File: src/rtl/proc_run_ctrl_pkg.sv
// Shared types for the processor run/step sequencer.
// State encoding is visible on the debug State port.
package proc_run_ctrl_pkg;

  typedef enum logic [1:0] {
    ST_IDLE  = 2'd0,
    ST_RUN   = 2'd1,
    ST_BURST = 2'd2,
    ST_BREAK = 2'd3
  } run_state_e;

  localparam int unsigned PC_W_DEF    = 7;
  localparam int unsigned CNT_W_DEF   = 8;
  localparam int unsigned RUN_DIV_DEF = 25000000;

  function automatic logic is_active(
    input run_state_e s
  );
    return (s == ST_RUN) || (s == ST_BURST);
  endfunction

endpackage

File: src/rtl/proc_run_ctrl_if.sv
// Key-strobe / PC inputs and enable / status outputs
// of the run/step sequencer.
interface proc_run_ctrl_if #(
  parameter int unsigned PC_W  = 7,
  parameter int unsigned CNT_W = 8
);

  logic             StepStrobe;
  logic             RunStrobe;
  logic             BurstStrobe;
  logic [CNT_W-1:0] BurstCount;
  logic             BreakEn;
  logic [PC_W-1:0]  BreakPC;
  logic [PC_W-1:0]  PC;
  logic             ProcEnable;
  logic             Running;
  logic             AtBreak;
  logic [15:0]      CycleCount;
  logic [1:0]       State;

  modport master (
    output StepStrobe,
    output RunStrobe,
    output BurstStrobe,
    output BurstCount,
    output BreakEn,
    output BreakPC,
    output PC,
    input  ProcEnable,
    input  Running,
    input  AtBreak,
    input  CycleCount,
    input  State
  );

  modport slave (
    input  StepStrobe,
    input  RunStrobe,
    input  BurstStrobe,
    input  BurstCount,
    input  BreakEn,
    input  BreakPC,
    input  PC,
    output ProcEnable,
    output Running,
    output AtBreak,
    output CycleCount,
    output State
  );

endinterface

File: src/rtl/proc_run_ctrl_tick_divider.sv
// Rate divider: one tick every RUN_DIV enabled clocks.
// Clearing counts the clear cycle itself as the first one.
module tick_divider #(
  parameter int unsigned RUN_DIV = 4
) (
  input  logic clk_i,
  input  logic rst_ni,
  input  logic clear_i,
  input  logic en_i,
  output logic tick_o
);

  localparam int unsigned DIV_W =
    (RUN_DIV > 1) ? $clog2(RUN_DIV) : 1;
  localparam logic [DIV_W-1:0] DIV_TOP =
    DIV_W'(RUN_DIV - 1);
  localparam logic [DIV_W-1:0] DIV_LOAD =
    (RUN_DIV > 1) ? DIV_W'(1) : '0;

  logic [DIV_W-1:0] div_q;
  logic [DIV_W-1:0] div_d;

  assign tick_o = en_i && (div_q == DIV_TOP);

  always_comb begin
    div_d = div_q;
    if (clear_i) begin
      div_d = DIV_LOAD;
    end else if (en_i) begin
      div_d = tick_o ? '0 : div_q + DIV_W'(1);
    end
  end

  always_ff @(posedge clk_i or negedge rst_ni) begin
    if (!rst_ni) begin
      div_q <= '0;
    end else begin
      div_q <= div_d;
    end
  end

endmodule

File: src/rtl/proc_run_ctrl.sv
// Run/step sequencer: turns key strobes into a one-clock
// processor enable (step, burst, free run, PC breakpoint).
module proc_run_ctrl
  import proc_run_ctrl_pkg::*;
#(
  parameter int unsigned PC_W    = PC_W_DEF,
  parameter int unsigned CNT_W   = CNT_W_DEF,
  parameter int unsigned RUN_DIV = RUN_DIV_DEF
) (
  input logic            Clock,
  input logic            Reset_n,
  proc_run_ctrl_if.slave bus
);

  run_state_e       state_q;
  logic             pe_q;
  logic             run_q;
  logic             brk_q;
  logic             skip_q;
  logic [15:0]      cyc_q;
  logic [CNT_W-1:0] rem_q;

  logic burst_go;
  logic start;
  logic active;
  logic tick;
  logic hit;

  assign burst_go = bus.BurstStrobe && (bus.BurstCount != '0);
  assign active   = is_active(state_q);
  assign start    = !active && (bus.RunStrobe || burst_go);
  assign hit      = bus.BreakEn && (bus.PC == bus.BreakPC)
                    && !skip_q;

  tick_divider #(
    .RUN_DIV(RUN_DIV)
  ) u_div (
    .clk_i  (Clock),
    .rst_ni (Reset_n),
    .clear_i(start),
    .en_i   (active),
    .tick_o (tick)
  );

  always_ff @(posedge Clock or negedge Reset_n) begin
    if (!Reset_n) begin
      state_q <= ST_IDLE;
      pe_q    <= 1'b0;
      run_q   <= 1'b0;
      brk_q   <= 1'b0;
      skip_q  <= 1'b0;
      cyc_q   <= '0;
      rem_q   <= '0;
    end else begin
      pe_q <= 1'b0;
      unique case (state_q)
        ST_IDLE, ST_BREAK: begin
          if (bus.RunStrobe) begin
            state_q <= ST_RUN;
            run_q   <= 1'b1;
            brk_q   <= 1'b0;
            skip_q  <= (state_q == ST_BREAK);
          end else if (burst_go) begin
            state_q <= ST_BURST;
            rem_q   <= bus.BurstCount;
            run_q   <= 1'b1;
            brk_q   <= 1'b0;
            skip_q  <= (state_q == ST_BREAK);
          end else if (bus.StepStrobe) begin
            pe_q  <= 1'b1;
            cyc_q <= cyc_q + 16'd1;
          end
        end
        ST_RUN, ST_BURST: begin
          // Halt wins over a tick landing in the same cycle.
          if (bus.RunStrobe) begin
            state_q <= ST_IDLE;
            run_q   <= 1'b0;
          end else if (tick && hit) begin
            state_q <= ST_BREAK;
            run_q   <= 1'b0;
            brk_q   <= 1'b1;
          end else if (tick) begin
            pe_q   <= 1'b1;
            cyc_q  <= cyc_q + 16'd1;
            skip_q <= 1'b0;
            if (state_q == ST_BURST) begin
              rem_q <= rem_q - CNT_W'(1);
              if (rem_q == CNT_W'(1)) begin
                state_q <= ST_IDLE;
                run_q   <= 1'b0;
              end
            end
          end
        end
        default: state_q <= ST_IDLE;
      endcase
    end
  end

  assign bus.ProcEnable = pe_q;
  assign bus.Running    = run_q;
  assign bus.AtBreak    = brk_q;
  assign bus.CycleCount = cyc_q;
  assign bus.State      = state_q;

endmodule

File: src/flat_wrapper.sv
// flat-port wrapper written by rule: the top's interface ports become plain ports
module proc_run_ctrl_flat import proc_run_ctrl_pkg::*;
#(
  parameter int unsigned PC_W    = PC_W_DEF,
  parameter int unsigned CNT_W   = CNT_W_DEF,
  parameter int unsigned RUN_DIV = RUN_DIV_DEF
)
  (Clock, Reset_n, bus_StepStrobe, bus_RunStrobe, bus_BurstStrobe, bus_BurstCount, bus_BreakEn, bus_BreakPC, bus_PC, bus_ProcEnable, bus_Running, bus_AtBreak, bus_CycleCount, bus_State);
  proc_run_ctrl_if #(.PC_W(PC_W), .CNT_W(CNT_W)) bus_i ();
  input logic Clock;
  input logic Reset_n;
  input wire logic [$bits(bus_i.StepStrobe)-1:0] bus_StepStrobe;
  input wire logic [$bits(bus_i.RunStrobe)-1:0] bus_RunStrobe;
  input wire logic [$bits(bus_i.BurstStrobe)-1:0] bus_BurstStrobe;
  input wire logic [$bits(bus_i.BurstCount)-1:0] bus_BurstCount;
  input wire logic [$bits(bus_i.BreakEn)-1:0] bus_BreakEn;
  input wire logic [$bits(bus_i.BreakPC)-1:0] bus_BreakPC;
  input wire logic [$bits(bus_i.PC)-1:0] bus_PC;
  output wire logic [$bits(bus_i.ProcEnable)-1:0] bus_ProcEnable;
  output wire logic [$bits(bus_i.Running)-1:0] bus_Running;
  output wire logic [$bits(bus_i.AtBreak)-1:0] bus_AtBreak;
  output wire logic [$bits(bus_i.CycleCount)-1:0] bus_CycleCount;
  output wire logic [$bits(bus_i.State)-1:0] bus_State;
  assign bus_i.StepStrobe = bus_StepStrobe;
  assign bus_i.RunStrobe = bus_RunStrobe;
  assign bus_i.BurstStrobe = bus_BurstStrobe;
  assign bus_i.BurstCount = bus_BurstCount;
  assign bus_i.BreakEn = bus_BreakEn;
  assign bus_i.BreakPC = bus_BreakPC;
  assign bus_i.PC = bus_PC;
  assign bus_ProcEnable = bus_i.ProcEnable;
  assign bus_Running = bus_i.Running;
  assign bus_AtBreak = bus_i.AtBreak;
  assign bus_CycleCount = bus_i.CycleCount;
  assign bus_State = bus_i.State;
  proc_run_ctrl #(.PC_W(PC_W), .CNT_W(CNT_W), .RUN_DIV(RUN_DIV)) u_core (.Clock(Clock), .Reset_n(Reset_n), .bus(bus_i));
endmodule
File: config.mk
export PLATFORM = sky130hd
export DESIGN_NAME = proc_run_ctrl_flat
export DESIGN_NICKNAME = d
export VERILOG_FILES = /design/src/rtl/proc_run_ctrl_pkg.sv /design/src/rtl/proc_run_ctrl_if.sv /design/src/rtl/proc_run_ctrl_tick_divider.sv /design/src/rtl/proc_run_ctrl.sv /design/src/flat_wrapper.sv
export SDC_FILE = /design/constraint.sdc
export NUM_CORES = 1
export LEC_CHECK = 0
export BUFFER_PORTS_ARGS = -buffer_cell sky130_fd_sc_hd__buf_4
export CAP_MARGIN = 20
export CORE_UTILIZATION = 37
export DETAILED_ROUTE_END_ITERATION = 8
export PLACE_DENSITY = 0.6
export SYNTH_ARGS = -nofsm -noshare
export SYNTH_HDL_FRONTEND = slang
export SYNTH_SLANG_ARGS = --single-unit
File: constraint.sdc
create_clock -name Clock -period 5.75 [get_ports Clock]
set_input_delay 0 -clock Clock [delete_from_list [all_inputs] [get_ports Clock]]
set_output_delay 0 -clock Clock [all_outputs]
set_load 0.005 [all_outputs]
# After elaboration in Yosys (flattened, before gate mapping)

Index checks and enable logic that the tools add are counted.

Register bits after elaboration: 55
Output and inout bits: 21
Logic and storage cells: 101

Add/subtract/negate cells: 3
Equal/unequal tests: 19
Muxes and demuxes: 51
Reductions and logical operators: 20

Operators with widths:

| operator              | number |
|---|---|
| $mux 16               | 6 |
| $mux 25               | 3 |
| $mux 8                | 6 |
| $pmux 16 s2           | 1 |
| $add 25x1->25 const B | 1 |
| $eq 25x25->1 const B  | 1 |
| $mux 1                | 22 |
| $add 16x1->16 const B | 1 |
| $pmux 8 s2            | 1 |
| $mux 2                | 7 |
| $ne 4x2->1 const B    | 3 |
| $reduce_and 6->1      | 2 |
| $ne 2x2->1 const B    | 5 |
| $eq 8x1->1 const B    | 1 |
| $ne 2x1->1 const B    | 4 |
| $pmux 1 s2            | 4 |
| $reduce_and 4->1      | 2 |
| $reduce_bool 8->1     | 1 |
| $sub 8x1->8 const B   | 1 |
| $eq 7x7->1            | 1 |
| $logic_and 1x1->1     | 6 |
| $eq 2x2->1 const B    | 2 |
| $pmux 2 s2            | 1 |
| $reduce_or 2->1       | 2 |
| other kinds (7)       | 9 |

# Longest topological paths before layout

Gate-level depths: netlist (run 1).

Depth in word-level cells: 7
Mapped depth: 8
Gate-level depth less buffers: 7

# Hierarchy

Synthesis (run 1) repeated with hierarchy kept, for this count alone.

Cells, all modules: 362
Area total of the unflattened synthesis: 3319.4 um^2

Modules (own cells, without submodules):

| module        | times used | cells an instance | area each (um^2) | sequential area each (um^2) |
|---|---|---|---|---|
| proc_run_ctrl | 1          | 207               | 1919.3           | 750.7 |
| tick_divider  | 1          | 155               | 1400.1           | 625.6 |

# Least setup slack after synthesis (run 1)

Ideal clock, no wire load.

Kind: flip-flop to flip-flop
From: reg u_core.u_div.div_q[0]
To: reg u_core.u_div.div_q[24]
Setup time: 0.082 ns
Data arrival time: 2.101 ns
Required time: 5.668 ns
Setup slack: 3.567 ns
Stages on the path, launching flop included: 9
Buffers on the path: 2
Path through: dfrtp_1 ha_1 and4_1 and4_1 clkbuf_1 a21oi_1 clkbuf_1 a31oi_1 a31oi_1

Cells in the longest elaborated chain, start to end: 5

RTL lines:

| element                                               | line                             | RTL |
|---|---|---|
| start: declaration                                    | proc_run_ctrl_tick_divider.sv:20 | `logic [DIV_W-1:0] div_q;` |
| start signal: assignment                              | proc_run_ctrl_tick_divider.sv:38 | `div_q <= div_d;` |
| branches (longest 2 deep; another with $add 25x1->25) | --                               |  |
| $mux 25 (*)                                           | proc_run_ctrl_tick_divider.sv:30 | `div_d = tick_o ? '0 : div_q + DIV_W'(1);` |
| $mux 25 (*)                                           | proc_run_ctrl_tick_divider.sv:29 | `end else if (en_i) begin` |
| $mux 25 (*)                                           | proc_run_ctrl_tick_divider.sv:27 | `if (clear_i) begin` |

Every way passes the cells marked *. The select of a mux whose other input is x is not followed.
A chain may end at the register's enable or synchronous reset.

# Final worst setup path (run 1)

From: reg u_core.state_q[0] (netlist: u_core.bus.State[0])
To: reg u_core.cyc_q[1] (netlist: u_core.bus.CycleCount[1])

Cells in the longest elaborated chain, start to end: 6

RTL lines:

| element                                         | line                                         | RTL |
|---|---|---|
| start: declaration                              | proc_run_ctrl.sv:15                          | `run_state_e state_q;` |
| start signal: assignment                        | proc_run_ctrl.sv:47                          | `state_q <= ST_IDLE;` |
| start signal: assignment                        | proc_run_ctrl.sv:59                          | `state_q <= ST_RUN;` |
| start signal: assignment                        | proc_run_ctrl.sv:64                          | `state_q <= ST_BURST;` |
| $eq 2x1->1 / $eq 2x2->1 (equally long branches) | proc_run_ctrl_pkg.sv:19, proc_run_ctrl.sv:56 |  |
| $logic_or 1x1->1                                | proc_run_ctrl_pkg.sv:19                      | `return (s == ST_RUN) \|\| (s == ST_BURST);` |
| $logic_and 1x1->1                               | proc_run_ctrl_tick_divider.sv:23             | `assign tick_o = en_i && (div_q == DIV_TOP);` |
| $logic_and 1x1->1                               | proc_run_ctrl.sv:79                          | `end else if (tick && hit) begin` |
| $ne 2x2->1 (no source line)                     | --                                           |  |
| $reduce_and 6->1 (no source line)               | --                                           |  |
| end signal: assignment                          | proc_run_ctrl.sv:71                          | `cyc_q <= cyc_q + 16'd1;` |
| end signal: assignment                          | proc_run_ctrl.sv:85                          | `cyc_q <= cyc_q + 16'd1;` |
| end: declaration                                | proc_run_ctrl.sv:20                          | `logic [15:0] cyc_q;` |

Several ways; a longest one is shown, not always the timed one.

==> impl_metrics.ini, run 1 <==
[sta]
worst_pin_slew_ns = 0.838
slew_headroom = 0.442
period_minus_slack_ns = 3.10
layout_setup_ws_ns = 2.65
setup_viol = 0
final_max_slew_viol_count = 0
final.setup_skew_ns = 0.0124
tns_ns = 0
rsz0062_at_grt = no
timing.final.crit_share = 0.540
hold_viol = 0
max_freq_mhz = 322

[synth]
ys_seq_area_frac = 0.407
synth_edf_count = 0
ys_ff_latch = 55
synthSimpleGateAreaFrac = 0.235
synthCells = 370
synth_compound_area_frac = 0.211
syn_nets = 405
async_flop_share = 1.00
yosys_warnings = 0
synth-xor-area-share = 0.0647
synth_adder_area_share = 0.0259
avgSynthCellArea_um2 = 9.15
synth_top_family_by_area = simple AND/OR/NAND/NOR gates
ys_types = 60
synthMuxAreaShare = 0.0122
synth_area_um2 = 3390
synth-main-ff-cell = dfrtp_1

[flow_run]
maxCapViolations = 0

[routing]
finalWirelength_mm = 8.35
drcViolationCount = 14
vias = 3020
route.antenna.remaining_nets = 0
vias_per_cell = 5.81
drtIter0Drc = 144
dr.pass1.iters = 7
routedWlPerCell_um = 16.1

[worst_setup_path]
start_kind = flip-flop
cp_common_cell = inv_1
reg2reg_slack_ns = 2.65
crit_slowest_cell = ha_1
critPathRequiredTime_ns = 5.97
path_max_fanout = 29
criticalPathCategory = reg -> reg
path_cells = inv_1 -> ha_1 -> inv_1 -> and3_1 -> o2111ai_4 -> a21oi_1 -> mux2_2
arrival_ns = 3.32
r2r-end = u_core.bus.CycleCount[1]$_DFFE_PN0P_
worstSetupEndpointType = flip-flop
path_buf_inv = 2
crit_path_max_incr_delay_ns = 0.64
regToRegStartpoint = u_core.bus.State[0]$_DFFE_PN0P_
crit_family = compound AO/OA/AOI/OAI gates
rr_worst_depth = 7

[worst_hold_path]
min_path_cells = 3
min_path_type = in -> reg
hold_start = bus_BurstCount[1]
holdPathEnd = u_core.rem_q[1]$_DFFE_PN0P_

[placed_design]
post-dp-hpwl_mm = 5.89
place_inst = 509
post-place-ws_ns = 2.69
numPortBuffers = 48
finalWeightedCongestion = 0.859

[final_layout]
antenna_cells = 0
fillers = 879
post-route-util = 0.450
seq_area_um2 = 1380
nets = 446
layout-drive-gt1-share = 0.165
final_cells = 520
multiInputGateArea_um2 = 1860
synthToLayoutAreaGrowth_pct = 17.0

[power_and_ir_drop]
p_leak_nw = 1.68
vdd_drop_max_uv = 121
powerDensity_nw_per_um2 = 368

[global_routing]
grt_pass1_vias = 2945
grtUsageMet1 = 0.248
grt_pass1_wl_mm = 14.4
track_usage = 0.184
top_usage_layer = met2
grt_max_degree = 56
met2_usage = 0.298
grt_use_met3 = 0.0252
antenna_found_initial = 0
gr-total-overflow = 0

[die]
die_w_um = 97.7
die_y_um = 97.7
dieArea_um2 = 9540
rows = 34
core_region_area_um2 = 8810
ios = 49
start_util = 0.384

[outcome]
violations = design-rule violations
status = finished with violations

[clock_tree]
clock-root-buffer = clkbuf_8
path_clk_slew_ns = 0.11
htree_levels = 2
clk_latency_ns = 0.32
ctsLongestPathBuffers = 2
cts_sinks = 55
cts_tree = built
ctsResizeCount = 0
cts_setup_buffers = 0
numCtsBuffers = 5
[cell usage in the layout (no fill, tap or decap), types with 4 or more instances in the layout]
| cell | n |
|---|---|
| a211oi_1 | 8 |
| a21oi_1 | 19 |
| a22oi_1 | 4 |
| a31oi_1 | 10 |
| and3_1 | 5 |
| and4_1 | 4 |
| buf_4 | 49 |
| clkbuf_8 | 5 |
| dfrtp_1 | 55 |
| ha_1 | 7 |
| inv_1 | 21 |
| nand2_1 | 32 |
| nand3_1 | 17 |
| nand4_1 | 17 |
| nor2_1 | 20 |
| nor2b_1 | 4 |
| nor3_1 | 6 |
| nor4_1 | 10 |
| o211ai_1 | 8 |
| o21ai_0 | 14 |
| o22ai_1 | 5 |
| or3_1 | 5 |
| or4_1 | 9 |
| xnor2_1 | 12 |
| xor2_1 | 13 |
[report_power, final]
part | switching [mW] | internal, mW | total, mW | leakage, nW
sequential | 0.110 | 0.468 | 0.577 | 0.714
clock | 0.141 | 0.132 | 0.274 | 0.0587
combinational | 0.366 | 0.242 | 0.608 | 0.903
[timing repair]
item / CTS / global route
hold endpoints to repair: 59 / 0
hold buffers: 3 / 0
endpoints found under the setup margin: 0 / 0
[state kept, by name (all words and copies together) (netlist names)]
name,count
u_core.bus.AtBreak,1
u_core.bus.CycleCount,16
u_core.bus.ProcEnable,1
u_core.bus.Running,1
u_core.bus.State,2
u_core.rem_q,8
u_core.skip_q,1
u_core.u_div.div_q,25
[stage by stage]
stage	power [mW]	area [um2]	hold WS, ns
floorplan	1.00	3390	-0.296
global placement	1.18	3810	0.112
detailed placement	1.19	3810	0.115
CTS	1.47	3960	0.00649
global route	1.58	3960	0.0302
finish	1.46	3960	0.0119
[synth_stat cells, types with 9 or more instances]
library cell,n,area [um2]
inv_1,21,78.8
a21oi_1,19,95.1
dfrtp_1,55,1380
clkbuf_1,13,48.8
nor2_1,20,75.1
nand3_1,17,85.1
xor2_1,13,114
nand2_1,32,120
o21ai_0,14,70.1
nor4_1,10,62.6
nand4_1,17,106
or4_1,9,67.6
xnor2_1,12,105
a31oi_1,10,62.6
[tightest hold or removal path: cells and delay by family]
family	cells	cell delay, ns
multiplexers	1	0.12
buffers and inverters	1	0.09
AO/OA/AOI/OAI	1	0.08
[worst max-delay path by stage]
stage                                            startpoint                                   end  slack (ns)  cells after the start
final                       u_core.bus.State[0]$_DFFE_PN0P_  u_core.bus.CycleCount[1]$_DFFE_PN0P_        2.65                      7
after global routing        u_core.bus.State[0]$_DFFE_PN0P_  u_core.bus.CycleCount[8]$_DFFE_PN0P_        2.41                      7
after CTS                   u_core.bus.State[0]$_DFFE_PN0P_  u_core.bus.CycleCount[1]$_DFFE_PN0P_        2.67                      7
after detailed placement    u_core.bus.State[0]$_DFFE_PN0P_  u_core.bus.CycleCount[1]$_DFFE_PN0P_        2.69                      7
after global placement      u_core.bus.State[0]$_DFFE_PN0P_  u_core.bus.CycleCount[1]$_DFFE_PN0P_        2.77                      7
after floorplan           u_core.u_div.div_q[0]$_DFFE_PN0P_    u_core.u_div.div_q[24]$_DFFE_PN0P_        3.57                      8
[cell families (layout without fill, tap and decap cells)]
kind of cell	count (synthesis)	in the layout
AND/OR/NAND/NOR	143	143
AO/OA/AOI/OAI	97	97
flip-flops	55	55
buffers and inverters	39	81
XOR/XNOR	25	25
adder cells (fa/ha/maj)	7	7
multiplexers	4	4
[layout make-up]
type,instances,share of cell area
multi-input cells,276,0.469
flip-flops and latches,55,0.348
repair buffers,52,0.100
well taps,108,0.0341
inverters,21,0.0199
clock buffers,5,0.0174
clock inverters,3,0.0120
[routing by layer]
layer  up-vias  share of wire  routed length (um)
li1       1483              -                   -
met1      1450           0.47                3930
met2        73           0.47                3890
met3        14          0.042                 353
met4         0          0.021                 178
met5         -              0                   0
(Power assumes the default switching activity.)
==> run 2: changes to the inputs <==
PLACE_DENSITY = 0.62   (was 0.6)
clock period = 2.7 ns   (was 5.75 ns; I/O delays follow)
==> impl_metrics.ini, run 2 (synthesis results as in run 1) <==
[final_layout]
top_register = u_core.u_div.div_q
nets = 456
final_common_cell = buf_4
synthToLayoutAreaGrowth_pct = 18.4
largest_reg_flops = 25
antenna_cells = 0
final_cell_mix = 58 x buf_4, 55 x dfrtp_1, 32 x nand2_1
layout-drive-gt1-share = 0.180

[outcome]
violations = design-rule violations
status = finished with violations

[die]
start_util = 0.384
die_y_um = 97.7
ios = 49
rows = 34
core_region_area_um2 = 8810
die_w_um = 97.7
dieArea_um2 = 9540

[power_and_ir_drop]
p_leak_nw = 1.71
total_power_mw = 3.08
powerDensity_nw_per_um2 = 769
p_comb_frac = 0.450
p_clk_frac = 0.152
seq_power_share = 0.397
p_int_mw = 1.75
swShare = 0.432
p_sw_mw = 1.33
vdd_drop_max_uv = 438

[routing]
met2WireLength_mm = 3.88
vias = 2987
route.antenna.remaining_nets = 0
routedWlPerCell_um = 15.7
dr.pass1.iters = 6
routed-wl-met3_um = 328
drcViolationCount = 14
top_layer = met4
drtIter0Drc = 160
vias_per_cell = 5.64
wl_met1_mm = 4.03
finalWirelength_mm = 8.31

[clock_tree]
cts_tree = built
cts_sinks = 55
numCtsBuffers = 5
htree_levels = 2
cts_setup_buffers = 0
path_clk_slew_ns = 0.11
ctsLongestPathBuffers = 2
clk_latency_ns = 0.31
clock-root-buffer = clkbuf_8

[sta]
final.setup_skew_ns = 0.0140
tns_ns = 0
max_freq_mhz = 422
hold_viol = 0
setup_viol = 0
worst_pin_slew_ns = 0.713
slew_headroom = 0.525
final_max_slew_viol_count = 0
period_minus_slack_ns = 2.37
worst_hold_slack_ns = 0.0130
timing.final.crit_share = 0.878
rsz0062_at_grt = no

[worst_setup_path]
worstSetupEndpointType = flip-flop
regToRegStartpoint = u_core.u_div.div_q[7]$_DFFE_PN0P_
path_cells = nor4_2 -> nor4b_4 -> o2111ai_4 -> a21oi_1 -> mux2_2
path_buf_inv = 0
path_max_fanout = 15
crit_slowest_cell = dfrtp_1
crit_start = u_core.u_div.div_q[7]$_DFFE_PN0P_
r2r-end = u_core.bus.CycleCount[1]$_DFFE_PN0P_
reg2reg_slack_ns = 0.33
crit_end = u_core.bus.CycleCount[1]$_DFFE_PN0P_
critPathRequiredTime_ns = 2.90
arrival_ns = 2.57
crit_family = simple AND/OR/NAND/NOR gates
crit_cells = 5
rr_worst_depth = 5
criticalPathCategory = reg -> reg
crit_path_max_incr_delay_ns = 0.45
start_kind = flip-flop

[global_routing]
grt_pass1_wl_mm = 14.1
grt_max_degree = 56
gr-total-overflow = 0
antenna_found_initial = 0
grt_pass1_vias = 2891
track_usage = 0.182

[placed_design]
numPortBuffers = 48
finalWeightedCongestion = 0.848
post-dp-hpwl_mm = 5.87

[flow_run]
maxCapViolations = 0

[worst_hold_path]
min_path_type = in -> reg
==> run 2: cell types whose count changed in the layout (fill, tap and decap cells not counted) <==
cell	before	now
buf_4	49	58
bufinv_16	1	0
clkbuf_1	0	1
clkinv_4	1	0
clkinvlp_4	0	1
dlygate4sd3_1	3	4
==> run 2: what timing repair did <==
action | 4_1_cts | 5_1_grt
hold buffers | 4 | 0
endpoints found under the hold margin | 60 | 0
resized for setup | 0 | 0
==> run 2: metal layers <==
metal / vias to the layer above / GRT usage
li1: 1488 / -
met3: 4 / 0.0252
met2: 71 / 0.299
met1: 1424 / 0.255
met4: 0 / 0.0396
met5: - / 0
==> run 2: worst register-to-register path: stages, from the launching register on <==
cell	delay, ns
dfrtp_1	0.45
nor4_2	0.40
nor4b_4	0.34
o2111ai_4	0.34
a21oi_1	0.37
mux2_2	0.37
==> run 2: how the worst min path moves through the flow <==
stage / to / slack [ns] / cells past startpoint / start
floorplan: u_core.bus.AtBreak$_DFFE_PN0P_ / -0.30 / 0 / Reset_n
global placement: u_core.rem_q[5]$_DFFE_PN0P_ / 0.12 / 1 / Reset_n
finish: u_core.rem_q[2]$_DFFE_PN0P_ / 0.01 / 3 / bus_BurstCount[2]
detailed placement: u_core.rem_q[6]$_DFFE_PN0P_ / 0.11 / 1 / Reset_n
CTS: u_core.rem_q[2]$_DFFE_PN0P_ / 0.003 / 3 / bus_BurstCount[2]
global route: u_core.rem_q[2]$_DFFE_PN0P_ / 0.007 / 3 / bus_BurstCount[2]
==> run 2: metrics by stage <==
step                setup slack [ns]  utilization  cell area (um2)  std cells
detailed placement             0.382        0.441             3880        518
CTS                            0.325        0.455             4010        530
global placement               0.362        0.441             3880        518
finish                         0.330        0.455             4010        530
global route                   0.122        0.455             4010        530
floorplan                      0.517            -             3390        370
==> run 2: layout make-up <==
class,instances,area [um2]
clock inverter,2,16.3
inverter,21,78.8
tap,108,135
clock buffer,6,72.6
sequential,55,1380
fill,852,4800
multi-input combinational,276,1860
timing repair buffer,62,475
==> run 2: power groups by stage <==
stage	registers [mW]	clock network (mW)	logic, mW
2_1_floorplan	1.17	0	0.962
3_3_place_gp	1.23	0	1.36
3_5_place_dp	1.24	0	1.38
4_1_cts	1.22	0.487	1.39
5_1_grt	1.26	0.516	1.55
6_report	1.23	0.469	1.39
==> run 3: changes to the inputs <==
GPL_TIMING_DRIVEN = 0   (was not set)
==> impl_metrics.ini, run 3 (synthesis results as in run 1) <==
[sta]
rsz0062_at_grt = no
tns_ns = 0
worst_pin_slew_ns = 0.723
final_max_slew_viol_count = 0
hold_viol = 0
setup_viol = 0
timing.final.crit_share = 0.946
slew_headroom = 0.518
max_freq_mhz = 391
worst_hold_slack_ns = 0.00939
period_minus_slack_ns = 2.55
final.setup_skew_ns = 0.00697
layout_setup_ws_ns = 0.146

[worst_setup_path]
start_kind = flip-flop
criticalPathCategory = reg -> reg
regToRegStartpoint = u_core.u_div.div_q[7]$_DFFE_PN0P_
crit_start = u_core.u_div.div_q[7]$_DFFE_PN0P_
path_max_fanout = 10
worstSetupEndpointType = flip-flop
critPathRequiredTime_ns = 2.94
arrival_ns = 2.79

[final_layout]
synthToLayoutAreaGrowth_pct = 18.9
nets = 461
final_common_cell = dfrtp_1
final_cell_mix = 55 x dfrtp_1, 49 x buf_4, 32 x nand2_1
largest_reg_flops = 25
layout-drive-gt1-share = 0.180
fillers = 877
top_register = u_core.u_div.div_q
antenna_cells = 0

[clock_tree]
htree_levels = 2
cts_tree = built
cts_setup_buffers = 0
cts_sinks = 55
ctsLongestPathBuffers = 2
clk_latency_ns = 0.31
clock-root-buffer = clkbuf_8
path_clk_slew_ns = 0.10
numCtsBuffers = 5

[routing]
route.antenna.remaining_nets = 0
vias_per_cell = 5.75
drcViolationCount = 14
vias = 3075
finalWirelength_mm = 8.43
dr.pass1.iters = 7
routedWlPerCell_um = 15.8
drtIter0Drc = 170

[outcome]
status = finished with violations
violations = design-rule violations

[flow_run]
maxCapViolations = 0

[placed_design]
finalWeightedCongestion = 0.835
post-dp-hpwl_mm = 5.98
numPortBuffers = 48
post-place-ws_ns = -0.0000611

[die]
dieArea_um2 = 9540
ios = 49
rows = 34
start_util = 0.384
die_w_um = 97.7
die_y_um = 97.7
core_region_area_um2 = 8810

[worst_hold_path]
hold_start = bus_BurstCount[5]
min_path_type = in -> reg

[global_routing]
track_usage = 0.182
gr-total-overflow = 0
grt_pass1_vias = 2890
grt_max_degree = 56
grt_pass1_wl_mm = 14.0
antenna_found_initial = 0

[power_and_ir_drop]
total_power_mw = 3.17
p_leak_nw = 1.70
vdd_drop_max_uv = 320
powerDensity_nw_per_um2 = 787
run 3: cell types whose count changed in the layout (fill, tap and decap cells not counted), moves of 2 or more:
cell / previous run / this run
clkbuf_1: 1 / 10
dlygate4sd3_1: 4 / 2
buf_4: 58 / 49
buf_2: 0 / 3
clkbuf_2: 0 / 2
clkbuf_8: 5 / 7
run 3: metrics by stage:
step / utilization / area (um2) / instances
after floorplan: - / 3390 / 370
after global placement: 0.441 / 3880 / 526
after detailed placement: 0.441 / 3880 / 526
after CTS: 0.455 / 4010 / 536
after global routing: 0.457 / 4030 / 535
final: 0.457 / 4030 / 535
run 3: path summary, 6_finish.rpt:
path                                                    endpoint  slack, ns  cells past startpoint
max                        u_core.bus.CycleCount[14]$_DFFE_PN0P_       0.15                      6
min                                  u_core.rem_q[5]$_DFFE_PN0P_      0.009                      3
max reg2reg                u_core.bus.CycleCount[14]$_DFFE_PN0P_       0.15                      6
min reg2reg                u_core.bus.CycleCount[15]$_DFFE_PN0P_       0.48                      1
max in group asynchronous   u_core.bus.CycleCount[4]$_DFFE_PN0P_       1.94                      2
min in group asynchronous     u_core.u_div.div_q[19]$_DFFE_PN0P_       0.27                      2
run 3: power by group:
group,switching (mW),total [mW],internal [mW]
Combinational,0.895,1.45,0.551
Sequential,0.204,1.20,0.996
Clock,0.286,0.520,0.234
Total,1.39,3.17,1.78
run 3: layer usage:
metal	wire length [um]	share of wire	global-route usage
met5	0	0	0
met1	4080	0.48	0.250
met3	355	0.042	0.0273
met4	133	0.016	0.0583
met2	3860	0.46	0.294
run 3: worst max-delay path, cell delays in order, from the launching register on:
cell       delay, ns
dfrtp_1         0.47
nor4_2          0.47
nor4b_4         0.48
o2111ai_4       0.27
buf_4           0.25
a2111oi_4       0.35
xor2_1          0.18
run 3: area by class of cell:
type	count	area, um2	area share
Clock inverter	1	7.51	0.00187
Inverter	21	78.8	0.0196
Multi-Input combinational cell	276	1880	0.466
Buffer	17	73.8	0.0183
Clock buffer	7	96.3	0.0239
Tap cell	108	135	0.0336
Sequential cell	55	1380	0.342
Timing Repair Buffer	50	380	0.0945
run 3: what timing repair did:
item,4_1_cts,5_1_grt
hold endpoints to repair,56,0
hold buffers,2,0
pin swaps,0,0
setup endpoints to repair,9,15
resized for setup,1,7
